<file path="config.mk">
export PLATFORM = sky130hd
export DESIGN_NAME = csr_access_unit_flat
export DESIGN_NICKNAME = d
export VERILOG_FILES = /design/src/rtl/csr_access_unit_pkg.sv /design/src/rtl/csr_access_unit_if.sv /design/src/rtl/csr_access_unit.sv /design/src/flat_wrapper.sv
export SDC_FILE = /design/constraint.sdc
export NUM_CORES = 1
export LEC_CHECK = 0
export CAP_MARGIN = 20
export CORE_MARGIN = 3
export CORE_UTILIZATION = 50
export DETAILED_ROUTE_END_ITERATION = 7
export PLACE_DENSITY = 0.8
export SLEW_MARGIN = 10
export SYNTH_ARGS = -nofsm -noshare
export SYNTH_HDL_FRONTEND = slang
export SYNTH_SLANG_ARGS = --single-unit
</file>
<file path="constraint.sdc">
create_clock -name clk -period 2.5 [get_ports clk]
set_clock_uncertainty 0.2 [all_clocks]
set_input_delay 0.625 -clock clk [delete_from_list [all_inputs] [get_ports clk]]
set_output_delay 0.625 -clock clk [all_outputs]
set_load 0.03 [all_outputs]
</file>
<file path="src/rtl/csr_access_unit_pkg.sv">
// Shared definitions for the CSR access unit: bus widths, op encoding and
// controller state encoding.
package csr_access_unit_pkg;

  localparam int CSR_ADDR_W = 12;
  localparam int CSR_DATA_W = 32;

  // CSR instruction flavours as presented on cmdOp
  typedef enum logic [1:0] {
    CSR_OP_RESERVED = 2'b00,
    CSR_OP_RW       = 2'b01,
    CSR_OP_RS       = 2'b10,
    CSR_OP_RC       = 2'b11
  } csr_op_e;

  // Controller states
  typedef enum logic [1:0] {
    ST_IDLE  = 2'b00,
    ST_READ  = 2'b01,
    ST_WRITE = 2'b10,
    ST_DONE  = 2'b11
  } csr_state_e;

endpackage

</file>
<file path="src/rtl/csr_access_unit_if.sv">
// Bundles the core-side command/result handshake and the CSR bus.
// slave  = the access unit's view, master = core + responders' view.
interface csr_access_unit_if;
  import csr_access_unit_pkg::*;

  logic                  cmdValid;
  logic                  cmdReady;
  logic [1:0]            cmdOp;
  logic [CSR_ADDR_W-1:0] cmdAddress;
  logic [CSR_DATA_W-1:0] cmdOperand;
  logic                  cmdWriteSuppress;
  logic                  cmdFlush;
  logic                  resultValid;
  logic [CSR_DATA_W-1:0] resultData;
  logic                  resultIllegal;
  logic                  csrReadEnable;
  logic                  csrWriteEnable;
  logic [CSR_ADDR_W-1:0] csrReadAddress;
  logic [CSR_ADDR_W-1:0] csrWriteAddress;
  logic [CSR_DATA_W-1:0] csrWriteData;
  logic [CSR_DATA_W-1:0] csrReadData;
  logic                  csrRequestOutput;

  modport slave (
    input  cmdValid, cmdOp, cmdAddress, cmdOperand, cmdWriteSuppress, cmdFlush,
           csrReadData, csrRequestOutput,
    output cmdReady, resultValid, resultData, resultIllegal,
           csrReadEnable, csrWriteEnable, csrReadAddress, csrWriteAddress, csrWriteData
  );

  modport master (
    output cmdValid, cmdOp, cmdAddress, cmdOperand, cmdWriteSuppress, cmdFlush,
           csrReadData, csrRequestOutput,
    input  cmdReady, resultValid, resultData, resultIllegal,
           csrReadEnable, csrWriteEnable, csrReadAddress, csrWriteAddress, csrWriteData
  );

endinterface

</file>
<file path="src/rtl/csr_access_unit.sv">
// CSR access unit: sequences a CSR instruction as read -> optional
// read-modify-write -> completion pulse. All outputs are registered and
// derived from the next state, so they line up with the state they belong to.
// Optional feature macro: CSR_READONLY_CHECK_EN (address-based read-only
// fault for addresses with [11:10] == 2'b11 when a write is wanted).
module csr_access_unit
  import csr_access_unit_pkg::*;
(
  input logic              clk,
  input logic              rst_n,
  csr_access_unit_if.slave bus
);

  csr_state_e            state_q, state_d;
  csr_op_e               op_q, op_d;
  logic [CSR_ADDR_W-1:0] addr_q, addr_d;
  logic [CSR_DATA_W-1:0] operand_q, operand_d;
  logic                  suppress_q, suppress_d;
  logic [CSR_DATA_W-1:0] old_q, old_d;
  logic                  illegal_q, illegal_d;

  logic                  cmd_ready_q, cmd_ready_d;
  logic                  result_valid_q, result_valid_d;
  logic [CSR_DATA_W-1:0] result_data_q, result_data_d;
  logic                  result_illegal_q, result_illegal_d;
  logic                  rd_en_q, rd_en_d;
  logic                  wr_en_q, wr_en_d;
  logic [CSR_ADDR_W-1:0] rd_addr_q, rd_addr_d;
  logic [CSR_ADDR_W-1:0] wr_addr_q, wr_addr_d;
  logic [CSR_DATA_W-1:0] wr_data_q, wr_data_d;

  logic                  write_wanted_s;
  logic                  ro_fault_s;
  logic [CSR_DATA_W-1:0] new_value_s;

  // Value written back for each op, given the value just read
  function automatic logic [CSR_DATA_W-1:0] csr_new_value(
    input csr_op_e               op,
    input logic [CSR_DATA_W-1:0] old_val,
    input logic [CSR_DATA_W-1:0] operand
  );
    logic [CSR_DATA_W-1:0] res;
    case (op)
      CSR_OP_RW: res = operand;
      CSR_OP_RS: res = old_val | operand;
      CSR_OP_RC: res = old_val & ~operand;
      default:   res = {CSR_DATA_W{1'b0}};
    endcase
    return res;
  endfunction

  // RW always writes; RS/RC write only when the operand source is not x0/imm 0
  assign write_wanted_s = (op_q == CSR_OP_RW) || !suppress_q;
  // The write data is formed from the live read data while in READ
  assign new_value_s    = csr_new_value(op_q, bus.csrReadData, operand_q);

`ifdef CSR_READONLY_CHECK_EN
  assign ro_fault_s = (addr_q[11:10] == 2'b11) && write_wanted_s;
`else
  assign ro_fault_s = 1'b0;
`endif

  // Next-state and latched-request logic
  always_comb begin
    state_d    = state_q;
    op_d       = op_q;
    addr_d     = addr_q;
    operand_d  = operand_q;
    suppress_d = suppress_q;
    old_d      = old_q;
    illegal_d  = illegal_q;
    case (state_q)
      ST_IDLE: begin
        if (bus.cmdValid) begin
          op_d       = csr_op_e'(bus.cmdOp);
          addr_d     = bus.cmdAddress;
          operand_d  = bus.cmdOperand;
          suppress_d = bus.cmdWriteSuppress;
          old_d      = {CSR_DATA_W{1'b0}};
          if (bus.cmdOp == CSR_OP_RESERVED) begin
            illegal_d = 1'b1;
            state_d   = ST_DONE;
          end else begin
            illegal_d = 1'b0;
            state_d   = ST_READ;
          end
        end else begin
          state_d = ST_IDLE;
        end
      end
      ST_READ: begin
        if (bus.cmdFlush) begin
          state_d = ST_IDLE;
        end else begin
          old_d = bus.csrReadData;
          if (!bus.csrRequestOutput || ro_fault_s) begin
            illegal_d = 1'b1;
            state_d   = ST_DONE;
          end else if (write_wanted_s) begin
            state_d = ST_WRITE;
          end else begin
            state_d = ST_DONE;
          end
        end
      end
      ST_WRITE: state_d = ST_DONE;
      ST_DONE:  state_d = ST_IDLE;
      default:  state_d = ST_IDLE;
    endcase
  end

  // Registered outputs computed from the state being entered
  always_comb begin
    cmd_ready_d      = 1'b0;
    result_valid_d   = 1'b0;
    result_illegal_d = 1'b0;
    result_data_d    = {CSR_DATA_W{1'b0}};
    rd_en_d          = 1'b0;
    rd_addr_d        = {CSR_ADDR_W{1'b0}};
    wr_en_d          = 1'b0;
    wr_addr_d        = {CSR_ADDR_W{1'b0}};
    wr_data_d        = {CSR_DATA_W{1'b0}};
    case (state_d)
      ST_IDLE: cmd_ready_d = 1'b1;
      ST_READ: begin
        rd_en_d   = 1'b1;
        rd_addr_d = addr_d;
      end
      ST_WRITE: begin
        wr_en_d   = 1'b1;
        wr_addr_d = addr_d;
        wr_data_d = new_value_s;
      end
      ST_DONE: begin
        result_valid_d   = 1'b1;
        result_illegal_d = illegal_d;
        if (illegal_d) begin
          result_data_d = {CSR_DATA_W{1'b0}};
        end else begin
          result_data_d = old_d;
        end
      end
      default: cmd_ready_d = 1'b0;
    endcase
  end

  // State, request and output registers
  always_ff @(posedge clk or negedge rst_n) begin
    if (!rst_n) begin
      state_q          <= ST_IDLE;
      op_q             <= CSR_OP_RESERVED;
      addr_q           <= {CSR_ADDR_W{1'b0}};
      operand_q        <= {CSR_DATA_W{1'b0}};
      suppress_q       <= 1'b0;
      old_q            <= {CSR_DATA_W{1'b0}};
      illegal_q        <= 1'b0;
      cmd_ready_q      <= 1'b1;
      result_valid_q   <= 1'b0;
      result_data_q    <= {CSR_DATA_W{1'b0}};
      result_illegal_q <= 1'b0;
      rd_en_q          <= 1'b0;
      rd_addr_q        <= {CSR_ADDR_W{1'b0}};
      wr_en_q          <= 1'b0;
      wr_addr_q        <= {CSR_ADDR_W{1'b0}};
      wr_data_q        <= {CSR_DATA_W{1'b0}};
    end else begin
      state_q          <= state_d;
      op_q             <= op_d;
      addr_q           <= addr_d;
      operand_q        <= operand_d;
      suppress_q       <= suppress_d;
      old_q            <= old_d;
      illegal_q        <= illegal_d;
      cmd_ready_q      <= cmd_ready_d;
      result_valid_q   <= result_valid_d;
      result_data_q    <= result_data_d;
      result_illegal_q <= result_illegal_d;
      rd_en_q          <= rd_en_d;
      rd_addr_q        <= rd_addr_d;
      wr_en_q          <= wr_en_d;
      wr_addr_q        <= wr_addr_d;
      wr_data_q        <= wr_data_d;
    end
  end

  assign bus.cmdReady        = cmd_ready_q;
  assign bus.resultValid     = result_valid_q;
  assign bus.resultData      = result_data_q;
  assign bus.resultIllegal   = result_illegal_q;
  assign bus.csrReadEnable   = rd_en_q;
  assign bus.csrReadAddress  = rd_addr_q;
  assign bus.csrWriteEnable  = wr_en_q;
  assign bus.csrWriteAddress = wr_addr_q;
  assign bus.csrWriteData    = wr_data_q;

endmodule

</file>
<file path="src/flat_wrapper.sv">
// flat-port wrapper written by rule: the top's interface ports become plain ports
module csr_access_unit_flat import csr_access_unit_pkg::*;
  (clk, rst_n, bus_cmdValid, bus_cmdOp, bus_cmdAddress, bus_cmdOperand, bus_cmdWriteSuppress, bus_cmdFlush, bus_csrReadData, bus_csrRequestOutput, bus_cmdReady, bus_resultValid, bus_resultData, bus_resultIllegal, bus_csrReadEnable, bus_csrWriteEnable, bus_csrReadAddress, bus_csrWriteAddress, bus_csrWriteData);
  csr_access_unit_if bus_i ();
  input logic clk;
  input logic rst_n;
  input wire logic [$bits(bus_i.cmdValid)-1:0] bus_cmdValid;
  input wire logic [$bits(bus_i.cmdOp)-1:0] bus_cmdOp;
  input wire logic [$bits(bus_i.cmdAddress)-1:0] bus_cmdAddress;
  input wire logic [$bits(bus_i.cmdOperand)-1:0] bus_cmdOperand;
  input wire logic [$bits(bus_i.cmdWriteSuppress)-1:0] bus_cmdWriteSuppress;
  input wire logic [$bits(bus_i.cmdFlush)-1:0] bus_cmdFlush;
  input wire logic [$bits(bus_i.csrReadData)-1:0] bus_csrReadData;
  input wire logic [$bits(bus_i.csrRequestOutput)-1:0] bus_csrRequestOutput;
  output wire logic [$bits(bus_i.cmdReady)-1:0] bus_cmdReady;
  output wire logic [$bits(bus_i.resultValid)-1:0] bus_resultValid;
  output wire logic [$bits(bus_i.resultData)-1:0] bus_resultData;
  output wire logic [$bits(bus_i.resultIllegal)-1:0] bus_resultIllegal;
  output wire logic [$bits(bus_i.csrReadEnable)-1:0] bus_csrReadEnable;
  output wire logic [$bits(bus_i.csrWriteEnable)-1:0] bus_csrWriteEnable;
  output wire logic [$bits(bus_i.csrReadAddress)-1:0] bus_csrReadAddress;
  output wire logic [$bits(bus_i.csrWriteAddress)-1:0] bus_csrWriteAddress;
  output wire logic [$bits(bus_i.csrWriteData)-1:0] bus_csrWriteData;
  assign bus_i.cmdValid = bus_cmdValid;
  assign bus_i.cmdOp = bus_cmdOp;
  assign bus_i.cmdAddress = bus_cmdAddress;
  assign bus_i.cmdOperand = bus_cmdOperand;
  assign bus_i.cmdWriteSuppress = bus_cmdWriteSuppress;
  assign bus_i.cmdFlush = bus_cmdFlush;
  assign bus_i.csrReadData = bus_csrReadData;
  assign bus_i.csrRequestOutput = bus_csrRequestOutput;
  assign bus_cmdReady = bus_i.cmdReady;
  assign bus_resultValid = bus_i.resultValid;
  assign bus_resultData = bus_i.resultData;
  assign bus_resultIllegal = bus_i.resultIllegal;
  assign bus_csrReadEnable = bus_i.csrReadEnable;
  assign bus_csrWriteEnable = bus_i.csrWriteEnable;
  assign bus_csrReadAddress = bus_i.csrReadAddress;
  assign bus_csrWriteAddress = bus_i.csrWriteAddress;
  assign bus_csrWriteData = bus_i.csrWriteData;
  csr_access_unit u_core (.clk(clk), .rst_n(rst_n), .bus(bus_i));
endmodule
</file>
Yosys cells after proc, flatten, opt, wreduce, memory -nomap -nowiden:

Cells that the tools add are included.

* equal/unequal tests: 9
* mux-type cells: 27
* bitwise gates (word level): 3
* reduce and logical (&&, ||, !) cells: 6

Operators by type and width (number)
* $mux W32: 5
* $pmux W32 S3: 1
* $pmux W32 S2: 1
* $mux W12: 4
* $and A32 B32 Y32: 1
* $not A32 Y32: 1
* $or A32 B32 Y32: 1
* $eq A2 B2 Y1 const B: 6
* $mux W1: 10
* $mux W2: 4
* $pmux W2 S4: 1
* $eq A2 B1 Y1 const B: 3
* $logic_not A2 Y1: 3
* $pmux W1 S2: 1
* $reduce_and A2 Y1: 1
* $logic_not A1 Y1: 1
* $logic_or A1 B1 Y1: 1

* register bits after elaboration: 175
* input port bits: 84
* output and inout bits: 93
* word-level logic and storage cells: 61

Longest topological paths before layout:

* depth after elaboration: 8
* depth in mapped cells: 7
* gate-level depth less buffers: 4

Least setup slack after synthesis:

OpenSTA, ideal clock, no wires.

* kind: input-to-reg
* start point: in bus_cmdFlush
* end point: reg u_core.rd_addr_q[10], in the netlist u_core.bus.csrReadAddress[10]
* setup time: 96 ps
* arrival time: 1701 ps
* required time: 2204 ps
* path slack: 504 ps
* stages on the path: 7
* path buffers: 3
* cells stage by stage: o21ai_1 > o31a_1 > buf_4 > inv_2 > buf_2 > buf_4 > nor4_2

* longest elaborated chain between the ends: 4

RTL lines
* from (decl): line flat_wrapper.sv:12 `input wire logic [$bits(bus_i.cmdFlush)-1:0] bus_cmdFlush;`
* $mux W2: line csr_access_unit.sv:92 `if (bus.cmdFlush) begin`
* $pmux W2 S4: line csr_access_unit.sv:72 `case (state_q)`
* $eq A2 B1 Y1: line csr_access_unit.sv:123 `case (state_d)`
* $mux W12: line csr_access_unit.sv:123
* named net u_core.rd_addr_d[10]: line csr_access_unit.sv:28 `logic [CSR_ADDR_W-1:0] rd_addr_q, rd_addr_d;`
* to (signal assigned): line csr_access_unit.sv:162 `rd_addr_q <= {CSR_ADDR_W{1'b0}};`
* to (signal assigned): line csr_access_unit.sv:179 `rd_addr_q <= rd_addr_d;`
* to (decl): line csr_access_unit.sv:28

The timed path passes the listed nets, and every way through them passes these cells.
A chain may end at the register's enable or synchronous reset.

Final worst setup path:

* start point: reg u_core.cmd_ready_q, in the netlist u_core.bus.cmdReady
* end point: out bus_cmdReady

RTL lines
* from (decl): line csr_access_unit.sv:22 `logic cmd_ready_q, cmd_ready_d;`
* from (signal assigned): line csr_access_unit.sv:174 `cmd_ready_q <= cmd_ready_d;`
* to (decl): line flat_wrapper.sv:15 `output wire logic [$bits(bus_i.cmdReady)-1:0] bus_cmdReady;`

No word-level cell between the ends.

==> run summary <==
Routed len/inst: 19.9 um
Setup violators final: 0
CP required: 1.67 ns
Crit-path slowest cell: clkdlybuf4s50_1
Die width: 130 um
Slew margin rel.: 60.8%
Final instance area: 10500 um2
Gr ovfl total: 0
Largest net degree at the start of global routing: 51
DR DRC count: 0
Ys flop type: dfrtp_1
Synth area leader: dfrtp_1
Tmin final: 2.46 ns
Mapped Cells: 669
Top-area cell type share of the netlist area: 56.5%
Clk buf depth: 2
Most frequent cells in the layout: clkdlybuf4s50_1, dfrtp_1, nand2_1
Highest clock rate: 407 MHz
Die height: 130 um
Unique masters post-synth: 37
Boundary Pins: 177
Capture point of the worst reg-to-reg path: u_core.bus.csrWriteData[30]
PD cells: 1300 nW/um2
Warnings, synthesis: 0
WP data arrival: 1.63 ns
Drt pass-1 iters: 5
Top cell family by delay on the critical path: buffers and inverters
Placed cell area: 9920 um2
Synth top area cells: dfrtp_1, nand2_1, mux2_2
Clock Tree Root: clkbuf_16
H-tree depth: 4
CTS sink cnt: 175
Post-route ant nets: 0
Post-cts sizing count: 0
Flops & latches, synth: 175
Share of layout cells above drive strength 1: 17.4%
Multi-input gate area: 3020 um2
Initial Util: 52.0%
Row count: 44
Register area: 4380 um2
Mapped Avg Cell Area: 11.5 um2
Final Net Count: 924
Worst Max-Slew Pin Slew: 0.585 ns
CP endpoint kind: primary output
Critical Path Max Stage Delay: 0.68 ns
Initial DRC Count: 409
M2 GR Usage: 41.0%
Total power: 13.6 mW
Unrepaired setup endpoints after global routing: no
Vias in the first global route: 6153
Core outline area: 14800 um2
VDD IR max: 0.000765 V
Max_cap viols: 0
Hold path startpoint: u_core.old_q[5]
Number of synthesized flops with an enable pin: 0
Total Routing Usage GR: 24.9%
Number of fill cells in the layout: 1005
Slew Viols, Final: 0
Syn Std Cell Area: 7710 um2
Setup CP Type: flip-flop to primary output
Synth async-reset ratio: 100%
CP max FO: 1
Initial antenna violation count: 0
HP Class: flip-flop to flip-flop
Worst Setup Start Kind: flip-flop
DP HPWL: 14300 um
Sequential-to-total area share from yosys stat: 56.8%
Final Core Density: 70.8%
Total CTS buffers: 17
Worst path cell trace: clkdlybuf4s50_1
Worst reg2reg setup slack: 0.28 ns
Worst-path clk slew: 0.07 ns
Vias: 6081
Worst reg2reg startpoint: u_core.state_q[0]
Ant. Diodes: 0
Period utilization: 98.3%
CTS tree: built
P&R area growth vs syn: 36.0%
Final Hold Viols: 0
P_leak: 4.36 nW
Most Used Layer, Global Route: met2
Vias/cell: 5.86
Clock Latency Late Sink: 0.43 ns
Met1 GRT Util: 32.5%
Met3 usage: 5.20%
R2R cell count: 4
WHS Path Cells: 2
DIE AREA: 16900 um2
Port Buffers: 176
Most common cell after layout, fill and taps aside: clkdlybuf4s50_1
Crit path buf inv count: 1
Mapped Nets: 753
Hold endpoint: u_core.old_q[5]
DRT Wirelength: 20600 um
RD Place Congestion: 0.800
Status: finished, final reports clean
First-pass GRT wire length: 32600 um
registers in the layout, indices dropped and copies added, names as in the netlist, 2 cells and up:
register and count:
u_core.bus.csrWriteAddress 12, u_core.operand_q 32, u_core.bus.resultData 32, u_core.state_q 2
u_core.old_q 32, u_core.bus.csrWriteData 32, u_core.op_q 2, u_core.bus.csrReadAddress 12
u_core.addr_q 12
area by class of cell:
cell class,count,share of cell area [%]
timing repair buffer,215,21.4
clock inverter,9,0.800
sequential,175,41.8
clock buffer,23,4.47
multi-input combinational,416,28.8
tap,184,2.20
inverter,15,0.537
worst max path at each step:
stage / from / end / slack, ns / cells past startpoint
final: u_core.bus.cmdReady / bus_cmdReady / 0.04 / 1
after global routing: u_core.bus.cmdReady / bus_cmdReady / 0.02 / 1
after CTS: u_core.bus.cmdReady / bus_cmdReady / 0.04 / 1
after detailed placement: bus_cmdValid / u_core.bus.csrWriteData[20] / -0.08 / 6
after global placement: bus_cmdValid / u_core.bus.csrWriteData[26] / 0.02 / 6
after floorplan: bus_cmdFlush / u_core.bus.csrReadAddress[10] / 0.50 / 7
layer usage:
metal,wire length [um],vias to the layer above
met4,562,0
met3,1310,43
met1,8350,3018
li1,-,2749
met5,0,-
met2,10400,271
stage by stage:
step	setup WS [ns]	setup TNS [ns]	cells	hold WS, ns
after detailed placement	-0.0795	-0.646	1004	0.282
final	0.0437	0	1037	0.297
after global placement	0.0244	0	1004	0.263
after floorplan	0.504	0	669	0.129
after CTS	0.0364	0	1037	0.296
after global routing	0.0206	0	1037	0.325
report_power, final:
part	internal, mW	total, mW	switching, mW
Clock	1.42	2.51	1.08
Sequential	3.94	4.63	0.688
Combinational	2.57	6.44	3.87
synth_stat cells (2+ instances only):
| cell | number |
|---|---|
| nor4_1 | 4 |
| buf_2 | 25 |
| nor3_1 | 4 |
| nor3b_1 | 33 |
| a221oi_1 | 32 |
| and2_1 | 32 |
| a2111oi_2 | 25 |
| mux2_2 | 34 |
| nor4_2 | 8 |
| mux2i_1 | 13 |
| clkbuf_2 | 2 |
| o21ai_1 | 3 |
| o211ai_1 | 30 |
| buf_4 | 5 |
| inv_2 | 2 |
| a211oi_1 | 12 |
| a2111oi_1 | 7 |
| o21ai_0 | 34 |
| nor2b_1 | 6 |
| clkbuf_1 | 28 |
| dfrtp_1 | 174 |
| nand2_1 | 127 |
| buf_6 | 3 |
| inv_1 | 13 |
timing repair:
item	in CTS	in global routing
hold endpoints to repair	45	0
setup endpoints to repair	0	0
setup buffers	0	0
hold buffers	1	0
cell families after synthesis:
family,share of synthesized area [%]
simple gates,14.8
flops,56.8
buf+inv,4.77
mux,6.66
compound gates,16.9
Note: power is estimated with default switching activity, not from simulation.
